## config.mk

```make
export PLATFORM = sky130hd
export DESIGN_NAME = lr_grant_seq
export DESIGN_NICKNAME = d
export VERILOG_FILES = /design/src/rtl/lr_grant_seq.sv
export SDC_FILE = /design/constraint.sdc
export NUM_CORES = 1
export LEC_CHECK = 0
export CELL_PAD_IN_SITES_DETAIL_PLACEMENT = 0
export CELL_PAD_IN_SITES_GLOBAL_PLACEMENT = 1
export CORE_AREA = 2 2 39 41
export CTS_CLUSTER_DIAMETER = 120
export DETAILED_ROUTE_END_ITERATION = 16
export DIE_AREA = 0 0 41 43
export DONT_BUFFER_PORTS = 1
export GPL_ROUTABILITY_DRIVEN = 0
export GPL_TIMING_DRIVEN = 1
export PLACE_DENSITY = 0.64
export SYNTH_ARGS = -nofsm -noshare
export SYNTH_HDL_FRONTEND = slang
export SYNTH_SLANG_ARGS = --single-unit
```

## constraint.sdc

```tcl
create_clock -name clk -period 3.6 [get_ports clk]
set_input_delay 0.54 -clock clk [delete_from_list [all_inputs] [get_ports clk]]
set_output_delay 0.54 -clock clk [all_outputs]
set_load 0.05 [all_outputs]
```

## src/rtl/lr_grant_seq.sv

```systemverilog
// lr_grant_seq: serialises an accepted request vector into one-hot grants,
// leftmost (MSB) first, one grant per out handshake.
//
// Ports:
//   clk, rst             rising-edge clock, synchronous active-high reset
//   in_valid/in_ready    request vector handshake, in_vec carries requests
//   flush                aborts the vector in progress, blocks acceptance
//   out_valid/out_ready  grant handshake
//   out_onehot/out_idx   current grant and its bit position
//   out_last             current grant is the final one of the vector
//   busy                 a vector is being issued
module lr_grant_seq #(
    parameter int WIDTH = 4,
    parameter int IDXW  = 2
) (
    input  logic             clk,
    input  logic             rst,
    input  logic             in_valid,
    output logic             in_ready,
    input  logic [WIDTH-1:0] in_vec,
    input  logic             flush,
    output logic             out_valid,
    input  logic             out_ready,
    output logic [WIDTH-1:0] out_onehot,
    output logic [IDXW-1:0]  out_idx,
    output logic             out_last,
    output logic             busy
);

    typedef enum logic {
        IDLE  = 1'b0,
        ISSUE = 1'b1
    } state_t;

    state_t           state_q, state_d;
    logic [WIDTH-1:0] pend_q, pend_d;

    logic [WIDTH-1:0] one_w;
    logic [IDXW-1:0]  sel_idx;
    logic [WIDTH-1:0] sel_hot;
    logic             sel_last;
    logic             accept;
    logic             consume;

    assign one_w = {{(WIDTH-1){1'b0}}, 1'b1};

    // Leftmost set bit of pend: later (higher) indices override lower ones.
    always_comb begin
        sel_idx = '0;
        for (int i = 0; i < WIDTH; i++) begin
            if (pend_q[i]) begin
                sel_idx = IDXW'(i);
            end
        end
    end

    assign sel_hot = one_w << sel_idx;

    // Exactly one bit set: nonzero and clearing the lowest set bit leaves zero.
    assign sel_last = (pend_q != '0) &&
                      ((pend_q & (pend_q - one_w)) == '0);

    // Outputs from registered state only; in_ready is the only
    // output that looks at rst and flush combinationally.
    always_comb begin
        in_ready   = 1'b0;
        out_valid  = 1'b0;
        out_onehot = '0;
        out_idx    = '0;
        out_last   = 1'b0;
        busy       = 1'b0;
        unique case (state_q)
            IDLE: begin
                in_ready = !rst && !flush;
            end
            ISSUE: begin
                out_valid  = 1'b1;
                out_onehot = sel_hot;
                out_idx    = sel_idx;
                out_last   = sel_last;
                busy       = 1'b1;
            end
            default: begin
                in_ready = 1'b0;
            end
        endcase
    end

    assign accept  = in_valid && in_ready;
    assign consume = out_valid && out_ready && !flush;

    always_comb begin
        state_d = state_q;
        pend_d  = pend_q;
        unique case (state_q)
            IDLE: begin
                // A zero vector is taken and dropped without a grant.
                if (accept && (in_vec != '0)) begin
                    pend_d  = in_vec;
                    state_d = ISSUE;
                end
            end
            ISSUE: begin
                // Flush wins over a coincident grant handshake.
                if (flush) begin
                    pend_d  = '0;
                    state_d = IDLE;
                end else if (consume) begin
                    pend_d = pend_q & ~sel_hot;
                    if (sel_last) begin
                        state_d = IDLE;
                    end
                end
            end
            default: begin
                pend_d  = '0;
                state_d = IDLE;
            end
        endcase
    end

    always_ff @(posedge clk) begin
        if (rst) begin
            state_q <= IDLE;
            pend_q  <= '0;
        end else begin
            state_q <= state_d;
            pend_q  <= pend_d;
        end
    end

endmodule

```

==> results.toml, run 1 <==
[drt]
routed_wl_um = 921
viasPerCell = 5.36
first_pass_iters = 4
drc = 0
vias = 375
initialDrtViolationCount = 17
avgRoutedWirePerCell_um = 13.2
ant_nets = 0

[clock_network]
cts_resized = 0
cts_inserted_buffers = 3
insertion_delay_ns = 0.24
path_clk_slew_ns = 0.05
cts_hold_buf = 0
htreeDepth = 1
cts_tree = "built"
postCtsSetupRepairBufs = 0
cts.sinks = 5
clockRootBuffer = "clkbuf_4"
cts_buffer_depth = 2

[floorplanning]
die-width_um = 41
die_h_um = 43
ios = 19
core_um2 = 1380
start_util = 0.288
die_area_um2 = 1760
rows = 14

[synthesis]
ys_ff_latch = 5
synth_seq_area_share = 0.252
yosysTopAreaCell = "dfxtp_1"
synth_area_um2 = 398
ys_warn_count = 0
syn_nets = 61
ys_types = 26
synthTopCellsByArea = "dfxtp_1, nor2_1, mux2i_1"
yosys.area.top_type_share = 0.252
syn_inst = 52
syn_area_per_cell_um2 = 7.65

[finish]
n_fill_cell = 158
layout_commonest_cell = "nor2_1"
nets = 64
layout-drive-gt1-share = 0.167
area_growth_pct = 10.7
insertedDiodeCount = 0
finish.utilization = 0.318
layout_common_cells = "nor2_1, dfxtp_1, nand2_1"
instances_no_fill = 70

[critical_path]
r2r_slack_ns = 1.59
path_max_fanout = 20
cp-end-kind = "output port"
rr_worst_depth = 5
required_ns = 3.06
critPathLaunchType = "flip-flop"
reg2reg_to = "pend_q[1]"
rr_startpoint = "state_q"
critical_path_class = "flip-flop to output port"
cp.arrival_ns = 1.71

[sta]
drv_slew = 0
setup_viol_count_final = 0
clock.fmax_mhz = 444
hold_viol = 0
finalClockSkew_ns = 0.00618
slew-limit-headroom = 0.288
tightest_slew_ns = 1.06
post-route-period-util = 0.625
worst_hold_slack_ns = 0.357
period_needed_ns = 2.25
rsz0062_at_grt = "false"
setup_tns_ns = 0

[global_routing]
antenna_found_initial = 0
grt.overflow.total = 0
grt_pass1_vias = 303
grt_usage = 0.121
grt_start_max_net_pins = 21
grt_first_pass_wirelength_um = 1410

[power_and_ir_drop]
peakVddDrop_mv = 0.193
p_leak_nw = 0.170
pwr_density_cell_nw_per_um2 = 381

[placed_design]
placed_cells = 66
dp_hpwl_um = 698
port_buffers = 0

[min_path]
hold_depth = 1
hp-class = "input pin to flip-flop"
whs_endpoint = "pend_q[1]"
min_from = "rst"

[status]
status = "finished clean"

[job]
cap_violations = 0
==> worst max path at each step <==
stage                     startpoint    endpoint  slack, ns  cells after the start
final                        state_q    in_ready       1.35                      2
after global routing         state_q    in_ready       1.27                      2
after CTS                    state_q    in_ready       1.33                      2
after detailed placement     state_q   pend_q[1]       1.59                      5
after global placement       state_q   pend_q[2]       1.61                      5
after floorplan              state_q  out_idx[1]       1.18                      3
==> critical path, stage by stage (launching register included) <==
cell,delay [ns]
dfxtp_1,0.29
buf_4,0.26
nor3_2,0.91
==> per-stage QoR <==
stage               total power, mW  area [um2]  setup slack [ns]
floorplan                     0.101         398              1.18
global placement              0.105         414              1.61
detailed placement            0.105         414              1.59
CTS                           0.170         440              1.33
global route                  0.180         440              1.27
finish                        0.168         440              1.35
==> final cells by class <==
cell class,instances,area [um2],share of cell area
Multi-Input combinational cell,39,260,0.591
Timing Repair Buffer,3,22.5,0.0511
Clock buffer,4,26.3,0.0597
Inverter,3,11.3,0.0256
Sequential cell,5,100,0.227
Tap cell,16,20.0,0.0455
==> cells in the mapped netlist <==
cell type  n
nand3b_1   2
xnor2_1    1
o21a_1     2
inv_1      3
and2_1     2
nand4b_1   1
a21oi_1    2
nor3_2     1
o32ai_1    2
and3_1     2
a211oi_2   1
o31ai_1    1
nor4b_1    1
dfxtp_1    5
nor3_1     1
mux2i_1    2
buf_2      3
o41a_1     1
a31oi_1    2
nor2b_1    1
nor2_1     8
nand2_1    4
clkbuf_1   1
a21oi_4    1
o21ai_0    1
buf_4      1
==> layer usage <==
layer / GRT usage / vias to the layer above / wire (um)
li1: - / 187 / -
met1: 0.142 / 166 / 422
met3: 0.0838 / 2 / 90
met5: 0 / - / 0
met2: 0.169 / 20 / 404
met4: 0.0400 / 0 / 4
==> flip-flops by register name (all words and copies together) (netlist names) <==
register,flops
pend_q,4
state_q,1
==> where the power goes <==
group	total (mW)	internal (mW)	switching [mW]
sequential	0.0633	0.0587	0.00459
combinational	0.0406	0.0125	0.0281
clock	0.0638	0.0419	0.0220
==> kinds of logic (layout without fill, tap and decap cells) <==
| group | after synthesis | after routing | share of synthesized area |
|---|---|---|---|
| xor gates and xnor gates | 1 | 1 | 0.0220 |
| DFF | 5 | 5 | 0.252 |
| buffers and inverters | 8 | 10 | 0.0943 |
| AOI/OAI and AO/OA | 13 | 13 | 0.270 |
| muxes | 2 | 2 | 0.0503 |
| and+or+nand+nor | 23 | 23 | 0.311 |
Power figures use the tool's default switching activity.
==> inputs of run 2 (changes only) <==
clock period = 2.1 ns   (was 3.6 ns; I/O delays follow)
==> results.toml, run 2 (same netlist as run 1, synthesis figures left out) <==
[drt]
vias = 393
avgRoutedWirePerCell_um = 11.9
viasPerCell = 5.17
routed_wl_um = 907
drc = 0
initialDrtViolationCount = 8
first_pass_iters = 2
ant_nets = 0

[finish]
insertedDiodeCount = 0
regMostFlops = "pend_q"
layout-drive-gt1-share = 0.283
instances_no_fill = 76
finish.utilization = 0.418
largest_register_ffs = 4
area_growth_pct = 45.3
nets = 70
n_fill_cell = 146
design_area_um2 = 578
largestRegisters = "pend_q x4, state_q x1"
layout_common_cells = "nor2_1, buf_12, dfxtp_1"

[clock_network]
cts_inserted_buffers = 3
cts_resized = 0
cts_tree = "built"
clockRootBuffer = "clkbuf_4"
cts_buffer_depth = 2
htreeDepth = 1
insertion_delay_ns = 0.24
cts.sinks = 5
postCtsSetupRepairBufs = 0
cts_hold_buf = 0
path_clk_slew_ns = 0.05

[floorplanning]
core_um2 = 1380
start_util = 0.288
ios = 19
die_area_um2 = 1760
rows = 14
die_h_um = 43
die-width_um = 41

[critical_path]
reg2reg_to = "pend_q[2]"
r2r_slack_ns = 0.64
required_ns = 1.78
rr_startpoint = "state_q"
critPathLaunchType = "flip-flop"
cp.arrival_ns = 1.53
rr_worst_depth = 4
cp-startpoint = "pend_q[3]"
cp-end-kind = "output port"
path_max_fanout = 9
critical_path_class = "flip-flop to output port"
crit_end = "out_last"

[sta]
period_needed_ns = 1.84
tightest_slew_ns = 0.556
rsz0062_at_grt = "false"
worst_hold_slack_ns = 0.136
finalClockSkew_ns = 0.00522
setup_viol_count_final = 0
drv_slew = 0
hold_viol = 0
setup_tns_ns = 0
slew-limit-headroom = 0.629
clock.fmax_mhz = 543
post-route-period-util = 0.876

[global_routing]
grt_util_met2 = 0.175
grt_pass1_vias = 360
grt_first_pass_wirelength_um = 1490
grt_usage = 0.126
grt_use_met3 = 0.0942
met1_usage = 0.155
grt.overflow.total = 0
antenna_found_initial = 0
top_usage_layer = "met2"
grt_start_max_net_pins = 20

[power_and_ir_drop]
p_leak_nw = 0.221
pwr_density_cell_nw_per_um2 = 526
peakVddDrop_mv = 0.454

[status]
status = "finished clean"

[min_path]
hold_depth = 1
hp-class = "input pin to flip-flop"

[job]
cap_violations = 0

[placed_design]
dp_hpwl_um = 723
placed_cell_area_um2 = 552
port_buffers = 0
placed_cells = 72
==> run 2: cell type report <==
type / count / area (um2) / share of cell area
multi-input combinational: 39 / 265 / 0.459
inverter: 3 / 11.3 / 0.0195
sequential: 5 / 100 / 0.173
timing repair buffer: 9 / 155 / 0.268
clock buffer: 4 / 26.3 / 0.0455
tap: 16 / 20.0 / 0.0346
==> run 2: worst min path at each step <==
stage | start | slack, ns | endpoint
global route | rst | 0.13 | pend_q[1]
finish | rst | 0.14 | pend_q[1]
CTS | rst | 0.13 | pend_q[1]
global placement | rst | 0.39 | pend_q[3]
detailed placement | rst | 0.39 | pend_q[3]
floorplan | rst | 0.38 | pend_q[1]
==> run 2: metal layers <==
layer	up-vias	wire length (um)
met3	0	78
met5	-	0
met4	0	0
met2	16	428
li1	200	-
met1	177	401
==> run 2: worst max-delay path, cell delays in order (launching register included) <==
cell     delay [ns]
dfxtp_1        0.47
nor2_1         0.16
a31oi_1        0.20
o31ai_1        0.11
and2_1         0.20
buf_12         0.15
==> run 2: power by group <==
| part | leakage, nW | switching (mW) | internal [mW] | total [mW] |
|---|---|---|---|---|
| logic | 0.165 | 0.0466 | 0.0341 | 0.0807 |
| clock network | 0.0150 | 0.0389 | 0.0718 | 0.111 |
| registers | 0.0409 | 0.0120 | 0.101 | 0.113 |
| total | 0.221 | 0.0976 | 0.207 | 0.304 |
==> run 2: stage by stage <==
| stage | setup WS [ns] | total power, mW |
|---|---|---|
| finish | 0.259 | 0.304 |
| global route | 0.0978 | 0.322 |
| CTS | 0.250 | 0.309 |
| detailed placement | 0.512 | 0.196 |
| global placement | 0.569 | 0.195 |
| floorplan | 0.0768 | 0.173 |
==> inputs of run 3 (changes only) <==
HOLD_SLACK_MARGIN = 0.02   (was not set)
==> results of run 3 <==
Final layout, timing and power as in run 2 (identical DEF).
